### config.mk
export PLATFORM = sky130hd
export DESIGN_NAME = pulse_scheduler
export DESIGN_NICKNAME = d
export VERILOG_FILES = /design/src/rtl/pulse_scheduler.sv
export SDC_FILE = /design/constraint.sdc
export NUM_CORES = 1
export LEC_CHECK = 0
export BUFFER_PORTS_ARGS = -buffer_cell sky130_fd_sc_hd__buf_2
export CORE_ASPECT_RATIO = 1.25
export CORE_UTILIZATION = 45
export DETAILED_ROUTE_END_ITERATION = 12
export PLACE_DENSITY = 0.67
export SETUP_SLACK_MARGIN = 0.02
export SYNTH_ARGS = -nofsm -noshare
export SYNTH_HDL_FRONTEND = slang
export SYNTH_SLANG_ARGS = --single-unit
export TNS_END_PERCENT = 10
### constraint.sdc
create_clock -name clk -period 4 [get_ports clk]
set_input_delay 0.8 -clock clk [delete_from_list [all_inputs] [get_ports clk]]
set_output_delay 0.8 -clock clk [all_outputs]
set_load 0.05 [all_outputs]
### src/rtl/pulse_scheduler.sv
// rtl/pulse_scheduler.sv - in-order pulse descriptor FIFO with per-entry delay and valid/ready issue
module pulse_scheduler #(
    parameter int DEPTH   = 8,
    parameter int DELAY_W = 16,
    parameter int ADDR_W  = 12
) (
    input  logic                     clk,
    input  logic                     reset,
    input  logic                     desc_valid,
    input  logic [DELAY_W-1:0]       desc_delay,
    input  logic [ADDR_W-1:0]        desc_addr,
    output logic                     desc_ready,
    output logic                     pulse_valid,
    output logic [ADDR_W-1:0]        pulse_addr,
    input  logic                     pulse_ready,
    input  logic                     abort,
    output logic [$clog2(DEPTH):0]   count,
    output logic                     busy,
    output logic                     overflow
);

    localparam int PW = $clog2(DEPTH);
    localparam int CW = PW + 1;
    localparam int EW = DELAY_W + ADDR_W;

    typedef enum logic [1:0] {
        IDLE,
        WAIT,
        ISSUE
    } state_t;

    logic [EW-1:0]      mem [DEPTH];
    logic [PW-1:0]      wr_ptr;
    logic [PW-1:0]      rd_ptr;
    logic [DELAY_W-1:0] timer;
    state_t             state;

    logic               push;
    logic               pop;
    logic [DELAY_W-1:0] head_delay;
    logic [ADDR_W-1:0]  head_addr;

    assign desc_ready = !abort && (count < CW'(DEPTH));
    assign push       = desc_valid && desc_ready;
    assign busy       = (state != IDLE) || (count != '0);
    assign head_delay = mem[rd_ptr][EW-1:ADDR_W];
    assign head_addr  = mem[rd_ptr][ADDR_W-1:0];

    // count is registered, so an entry pushed this cycle cannot be popped until the next
    always_comb begin
        pop = 1'b0;
        if (!abort && count != '0) begin
            if (state == IDLE)
                pop = 1'b1;
            else if (state == ISSUE && pulse_ready)
                pop = 1'b1;
        end
    end

    always_ff @(posedge clk) begin
        if (push)
            mem[wr_ptr] <= {desc_delay, desc_addr};
    end

    always_ff @(posedge clk or posedge reset) begin
        if (reset) begin
            wr_ptr      <= '0;
            rd_ptr      <= '0;
            count       <= '0;
            state       <= IDLE;
            timer       <= '0;
            pulse_valid <= 1'b0;
            pulse_addr  <= '0;
            overflow    <= 1'b0;
        end else begin
            if (desc_valid && !desc_ready && !abort)
                overflow <= 1'b1;

            if (abort) begin
                wr_ptr      <= '0;
                rd_ptr      <= '0;
                count       <= '0;
                state       <= IDLE;
                pulse_valid <= 1'b0;
            end else begin
                if (push)
                    wr_ptr <= wr_ptr + 1'b1;
                if (pop)
                    rd_ptr <= rd_ptr + 1'b1;

                if (push && !pop)
                    count <= count + 1'b1;
                else if (!push && pop)
                    count <= count - 1'b1;

                if (pop) begin
                    pulse_addr <= head_addr;
                    timer      <= head_delay;
                    if (head_delay != '0) begin
                        state       <= WAIT;
                        pulse_valid <= 1'b0;
                    end else begin
                        state       <= ISSUE;
                        pulse_valid <= 1'b1;
                    end
                end else begin
                    case (state)
                        WAIT: begin
                            timer <= timer - 1'b1;
                            if (timer == DELAY_W'(1)) begin
                                state       <= ISSUE;
                                pulse_valid <= 1'b1;
                            end
                        end
                        ISSUE: begin
                            if (pulse_ready) begin
                                state       <= IDLE;
                                pulse_valid <= 1'b0;
                            end
                        end
                        default: begin
                            state <= IDLE;
                        end
                    endcase
                end
            end
        end
    end

endmodule
After elaboration in Yosys (flattened, before gate mapping):

Memory sizes are Yosys's and may differ from the RTL's.
Index checks and enable logic that the tools add are counted.

* add/sub/neg operators: 5
* order comparisons: 1
* eq/ne operators: 5
* mux-type cells: 26
* bitwise operators: 1
* reduce and logical (&&, ||, !) cells: 26

Operators by type and width (count)
* two-way mux 16 bit: 2
* == test 16 x 1 -> 1 bit (second input constant): 1
* nonzero test 16 bit: 1
* subtractor 16 x 1 -> 16 bit (second input constant): 1
* two-way mux 3 bit: 4
* two-way mux 4 bit: 3
* two-way mux 1 bit: 10
* two-way mux 2 bit: 5
* logical AND 1 bit: 8
* != test 4 bit (second input constant): 2
* nonzero test 2 bit: 4
* nonzero test 4 bit: 2
* adder 3 x 1 -> 3 bit (second input constant): 2
* AND reduction 2 bit: 3
* adder 4 x 1 -> 4 bit (second input constant): 1
* zero test 1 bit: 4
* less-than comparator 4 bit (second input constant): 1
* one-hot mux 2 bit (2 select lines): 1
* subtractor 4 x 1 -> 4 bit (second input constant): 1
* AND reduction 3 bit: 1
* nonzero test 3 bit: 1
* == test 2 x 1 -> 1 bit (second input constant): 1
* == test 2 bit (second input constant): 1
* zero test 2 bit: 1
* 3 further kinds: 3

* register bits: 42
* RAM bits: 224
* bits of input ports: 33
* output and inout port bits: 20
* logic and storage cells: 73
* memories kept: 1

Memories
* mem: depth 8, width 28, read ports 1, clocked after memory_dff 0, write ports 1, RTL line 32 `logic [EW-1:0] mem [DEPTH];`

Longest topological paths before layout:

* word-level depth: 9
* gate-level depth with buffers: 14
* mapped depth without buffers: 11

Worst setup path before layout:

No wires, ideal clock.

* path type: input -> register
* from: in desc_valid
* to: mem mem[0][0] (netlist bit), enable pin
* setup time: 448 ps
* arrival: 3384 ps
* data required time: 3552 ps
* path slack: 168 ps
* cell stages on the path: 4
* buffers on the path: 1
* cells stage by stage: nand2b_1 clkbuf_1 or3_1 nor3_1

* longest elaborated chain between the ends: 3

RTL lines
* start: declaration: RTL line 9 `input logic desc_valid,`
* logical AND 1 bit: RTL line 44 `assign push = desc_valid && desc_ready;`
* two-way mux 1 bit: RTL line 61 `if (push)`
* two-way mux 1 bit (implied by the code): RTL line 62 `mem[wr_ptr] <= {desc_delay, desc_addr};`
* end: declaration: RTL line 32

No other way between the ends.

Worst setup path in the final report:

* from: reg rd_ptr[1]
* to: reg pulse_valid

* longest elaborated chain between the ends: 5

RTL lines
* start: declaration: RTL line 34 `logic [PW-1:0] rd_ptr;`
* start signal: assignment: RTL line 89 `rd_ptr <= rd_ptr + 1'b1;`
* memory read (8 x 28 bit)
* nonzero test 16 bit: RTL line 99 `if (head_delay != '0) begin`
* two-way mux 1 bit: RTL line 99
* two-way mux 1 bit: RTL line 96 `if (pop) begin`
* two-way mux 1 bit: RTL line 79 `if (abort) begin`
* end signal: assignment: RTL line 84 `pulse_valid <= 1'b0;`
* end signal: assignment: RTL line 101 `pulse_valid <= 1'b0;`
* end signal: assignment: RTL line 104 `pulse_valid <= 1'b1;`
* end: declaration: RTL line 13 `output logic pulse_valid,`

No other way between the ends.
A chain may end at the register's enable or synchronous reset.

==> results by stage <==
Worst setup path:
- The data arrival time of the critical path is 3.45 ns.
- The startpoint-to-endpoint class of the critical path is reg -> reg.
- The highest net fanout along the worst path is 28.
- The worst register-to-register path has a depth of 6.
- The worst setup path is launched from a register.
- The critical path required time is 4.44 ns.
- The critical path capture point type is a register.

Placement:
- The placed cell count is 887.
- The total half-perimeter wirelength after legalization and detailed placement is 12100 µm.
- The number of port buffers is 52.
- The final weighted congestion in routability-driven placement is 0.779.
- The pre-CTS setup slack is 0.910 ns.

Detailed routing:
- Using the TritonRoute via totals, the vias-per-cell ratio works out to 5.61.
- The routed layout has 5244 vias.
- Summed over all layers, the routed wires come to 20700 µm.
- Dividing the detail-routed wire length by the instance count gives 22.2 µm.
- The number of detailed-route iterations in the first pass is 4.
- The count of antenna-violating nets left after detailed routing is 0.
- After the first detailed-routing iteration, the DRC count stood at 460.
- The detailed-route DRC error count is 0.

Flow run:
- The count of max-cap constraint violations is 0.

Floorplan:
- The initialized floorplan defines 62 standard-cell rows.
- The die is 174 µm tall.
- From left edge to right edge, the die measures 139 µm.
- The die area is 24200 µm².
- In this run the standard cell core region covers 23000 µm².
- The initial utilization of the core area, before any placement, comes to 46.0%.
- 53 I/O pins were placed.

Yosys:
- In this run the cell area of the synthesized design comes to 10600 µm².
- The fraction of registers with async set or reset after synthesis is 15.8%.
- Yosys attributes the largest share of cell area to sky130_fd_sc_hd__edfxtp_1 63%, sky130_fd_sc_hd__mux4_2 12%, sky130_fd_sc_hd__dfrtp_1 9.9%, sky130_fd_sc_hd__mux2i_1 3.9%, sky130_fd_sc_hd__xnor2_1 1.3%.
- Synthesis instantiated 42 different standard cells from the library.
- The library cell with the largest summed area after synthesis is sky130_fd_sc_hd__edfxtp_1.
- Synthesis inferred 266 register bits.
- In this run the mean area of a mapped cell was 19.0 µm².
- Synthesis handed over a netlist of 558 instances.
- The share of the Yosys chip area taken by registers is 73.3%.
- Summed over its instances, the top area cell type makes up 63.4% of the synthesized netlist area.
- The number of synthesized flops with an enable pin is 224.
- The net count of the mapped netlist is 601.
- The Yosys step of the flow raised 0 warnings.
- Among all flip-flop cells after synthesis, the most frequent one is sky130_fd_sc_hd__edfxtp_1.

STA:
- The headroom to the max-slew limit is 27.3%.
- The count of pins over their slew limit is 0.
- For the pin with the worst max-slew slack, the measured transition is 1.09 ns.
- The accumulated negative setup slack is 0 ns.
- Setup repair after global routing left no endpoint under its margin.
- Static timing analysis puts the maximum clock frequency at 0.333 GHz.
- The final critical path time including I/O delays and setup is 3.01 ns.
- The number of setup violations in the final report is 0.
- The final critical path takes up 75.2% of the cycle.
- The worst path meets setup with 0.993 ns of slack.
- The maximum clock skew at final layout is 0.0101 ns.
- The number of failing hold endpoints at the final stage came to 0.

Clock network:
- The clock drives 266 sinks.
- TritonCTS built the clock tree.
- The clock transition time at the flip-flop clock pins of the worst setup and hold paths is 0.07 ns.
- The clock tree buffer depth is 3.
- The TritonCTS buffer count is 26.
- The total of cells resized after clock tree synthesis is 0.
- The H-tree depth is 1.
- The number of hold buffers added after CTS was 0.
- The number of buffers inserted by post-CTS setup repair is 0.
- The clock latency of the later-clocked register in the worst-skew pair is 0.52 ns.
- The root buffer cell chosen for the clock tree is sky130_fd_sc_hd__clkbuf_16.

Power:
- The clock network accounts for 30.4% of the total power.
- The internal power component is 5.49 mW.
- VDD sags by at most 393 µV.
- The final total power is 7.90 mW.
- In this run the static leakage power is 4.09 nW.
- Registers are responsible for 45.1% of the overall power.
- Dividing total power by cell area gives a power density of 653 nW/µm².
- The switching power share of the total is 30.6%.
- In this run, the combinational gates consume 24.5% of the power.
- The switching power is 2.42 mW.

Min path:
- The path class of the tightest hold or removal check is reg -> reg.
- The cell count of the worst hold path is 1.

Outcome:
- The flow ran to the end, and the final reports show no timing, DRC or antenna violations.

Global routing:
- Entering global routing, the biggest net connects 52 pins.
- For this run, the total global-route usage over all layers was measured as 18.0%.
- The via count of the first global-routing pass is 5646.
- After global routing the overflow that remains totals 0.
- The initial antenna violation count came to 0.
- The wire length of the first global-routing pass is 32900 µm.

Layout:
- Fill cells in the final layout number 1787.
- The area growth from synthesis to layout is 14.2%.
- Leaving out fill and tap cells, the most frequent cell in the layout is sky130_fd_sc_hd__edfxtp_1.
- The non-filler instance count after layout is 935.
- The net count reported at finish is 670.
- Of the cells placed in the final design, the portion with a size suffix greater than 1 is 28.7%.
- The register cell area after layout is 7780 µm².
- In the layout the commonest cells are 224 x sky130_fd_sc_hd__edfxtp_1, 56 x sky130_fd_sc_hd__mux4_2, 52 x sky130_fd_sc_hd__buf_2.
- The number of antenna diodes in the final layout is 0.
- Summing all multi-input logic gate instances after layout gives 2700 µm².
==> worst max-delay path, stage by stage (launching register included) <==
cell	delay, ns
sky130_fd_sc_hd__dfrtp_2	0.76
sky130_fd_sc_hd__buf_4	0.53
sky130_fd_sc_hd__mux4_2	0.57
sky130_fd_sc_hd__mux2i_1	0.22
sky130_fd_sc_hd__nand4_1	0.17
sky130_fd_sc_hd__or4_4	0.46
sky130_fd_sc_hd__o221ai_2	0.19
==> sequential cells by signal, indices dropped and copies added, names as in the netlist <==
| signal | count |
|---|---|
| count | 4 |
| pulse_valid | 1 |
| mem | 224 |
| overflow | 1 |
| pulse_addr | 12 |
| wr_ptr | 3 |
| rd_ptr | 3 |
| timer | 16 |
| state | 2 |
==> per-stage QoR <==
stage / util (%) / hold WS [ns] / cell area (µm²)
after global placement: 48.8 / 0.462 / 11300
after detailed placement: 48.8 / 0.462 / 11300
after floorplan: - / 0.527 / 10600
after CTS: 52.6 / 0.482 / 12100
after global routing: 52.6 / 0.498 / 12100
final: 52.6 / 0.472 / 12100
==> worst paths after layout <==
check                          start          end  slack [ns]
min in group asynchronous      reset     overflow        0.55
setup / recovery           rd_ptr[1]  pulse_valid        0.99
max in group asynchronous      reset    rd_ptr[2]        2.71
setup reg to reg           rd_ptr[1]  pulse_valid        0.99
hold / removal              overflow     overflow        0.47
hold reg to reg             overflow     overflow        0.47
==> per-layer routing <==
metal  global-route usage (%)  wire length, µm  vias up
met2                     31.7            10900      145
met5                        0                0        -
met4                     5.14              389        0
met1                     23.3             8410     2714
li1                         -                -     2352
met3                     2.54             1050       33
==> cell usage after synthesis, types with 2 or more instances <==
| cell type | n |
|---|---|
| sky130_fd_sc_hd__nor2b_1 | 2 |
| sky130_fd_sc_hd__nand2_1 | 28 |
| sky130_fd_sc_hd__nand3_1 | 2 |
| sky130_fd_sc_hd__or4_4 | 3 |
| sky130_fd_sc_hd__nand2b_1 | 7 |
| sky130_fd_sc_hd__nand4_1 | 4 |
| sky130_fd_sc_hd__nor4_1 | 5 |
| sky130_fd_sc_hd__buf_2 | 6 |
| sky130_fd_sc_hd__clkbuf_1 | 15 |
| sky130_fd_sc_hd__nor2_1 | 21 |
| sky130_fd_sc_hd__edfxtp_1 | 224 |
| sky130_fd_sc_hd__o21ai_0 | 18 |
| sky130_fd_sc_hd__inv_1 | 11 |
| sky130_fd_sc_hd__a21oi_1 | 6 |
| sky130_fd_sc_hd__nand3b_1 | 3 |
| sky130_fd_sc_hd__buf_1 | 2 |
| sky130_fd_sc_hd__xor2_1 | 3 |
| sky130_fd_sc_hd__or3_1 | 2 |
| sky130_fd_sc_hd__a21o_1 | 2 |
| sky130_fd_sc_hd__buf_4 | 2 |
| sky130_fd_sc_hd__ha_1 | 9 |
| sky130_fd_sc_hd__dfrtp_1 | 42 |
| sky130_fd_sc_hd__o22ai_1 | 3 |
| sky130_fd_sc_hd__mux4_2 | 56 |
| sky130_fd_sc_hd__mux2i_1 | 41 |
| sky130_fd_sc_hd__xnor2_1 | 16 |
| sky130_fd_sc_hd__nor3_1 | 10 |
==> area by class of cell <==
cell class	instances	share of cell area, %
Multi-Input combinational cell	255	22.3
Tap cell	288	2.98
Timing Repair Buffer	67	3.08
Clock buffer	33	6.18
Sequential cell	266	64.3
Inverter	11	0.341
Clock inverter	15	0.920
==> power by group through the flow <==
stage | clock, mW | combinational (mW) | sequential, mW
floorplan | 0 | 1.31 | 3.77
global placement | 0 | 1.91 | 3.61
detailed placement | 0 | 1.96 | 3.63
CTS | 2.45 | 1.96 | 3.57
global route | 2.55 | 2.11 | 3.61
finish | 2.40 | 1.94 | 3.56
==> cell families after synthesis <==
logic type	after synthesis	share of synthesized area [%]
AOI/OAI and AO/OA	39	2.26
xor gates and xnor gates	19	1.57
adders and majority gates	10	1.25
buffers and inverters	37	1.52
DFF	266	73.3
muxes	97	15.8
and+or+nand+nor	90	4.32
Note: power is estimated with default switching activity, not from simulation.
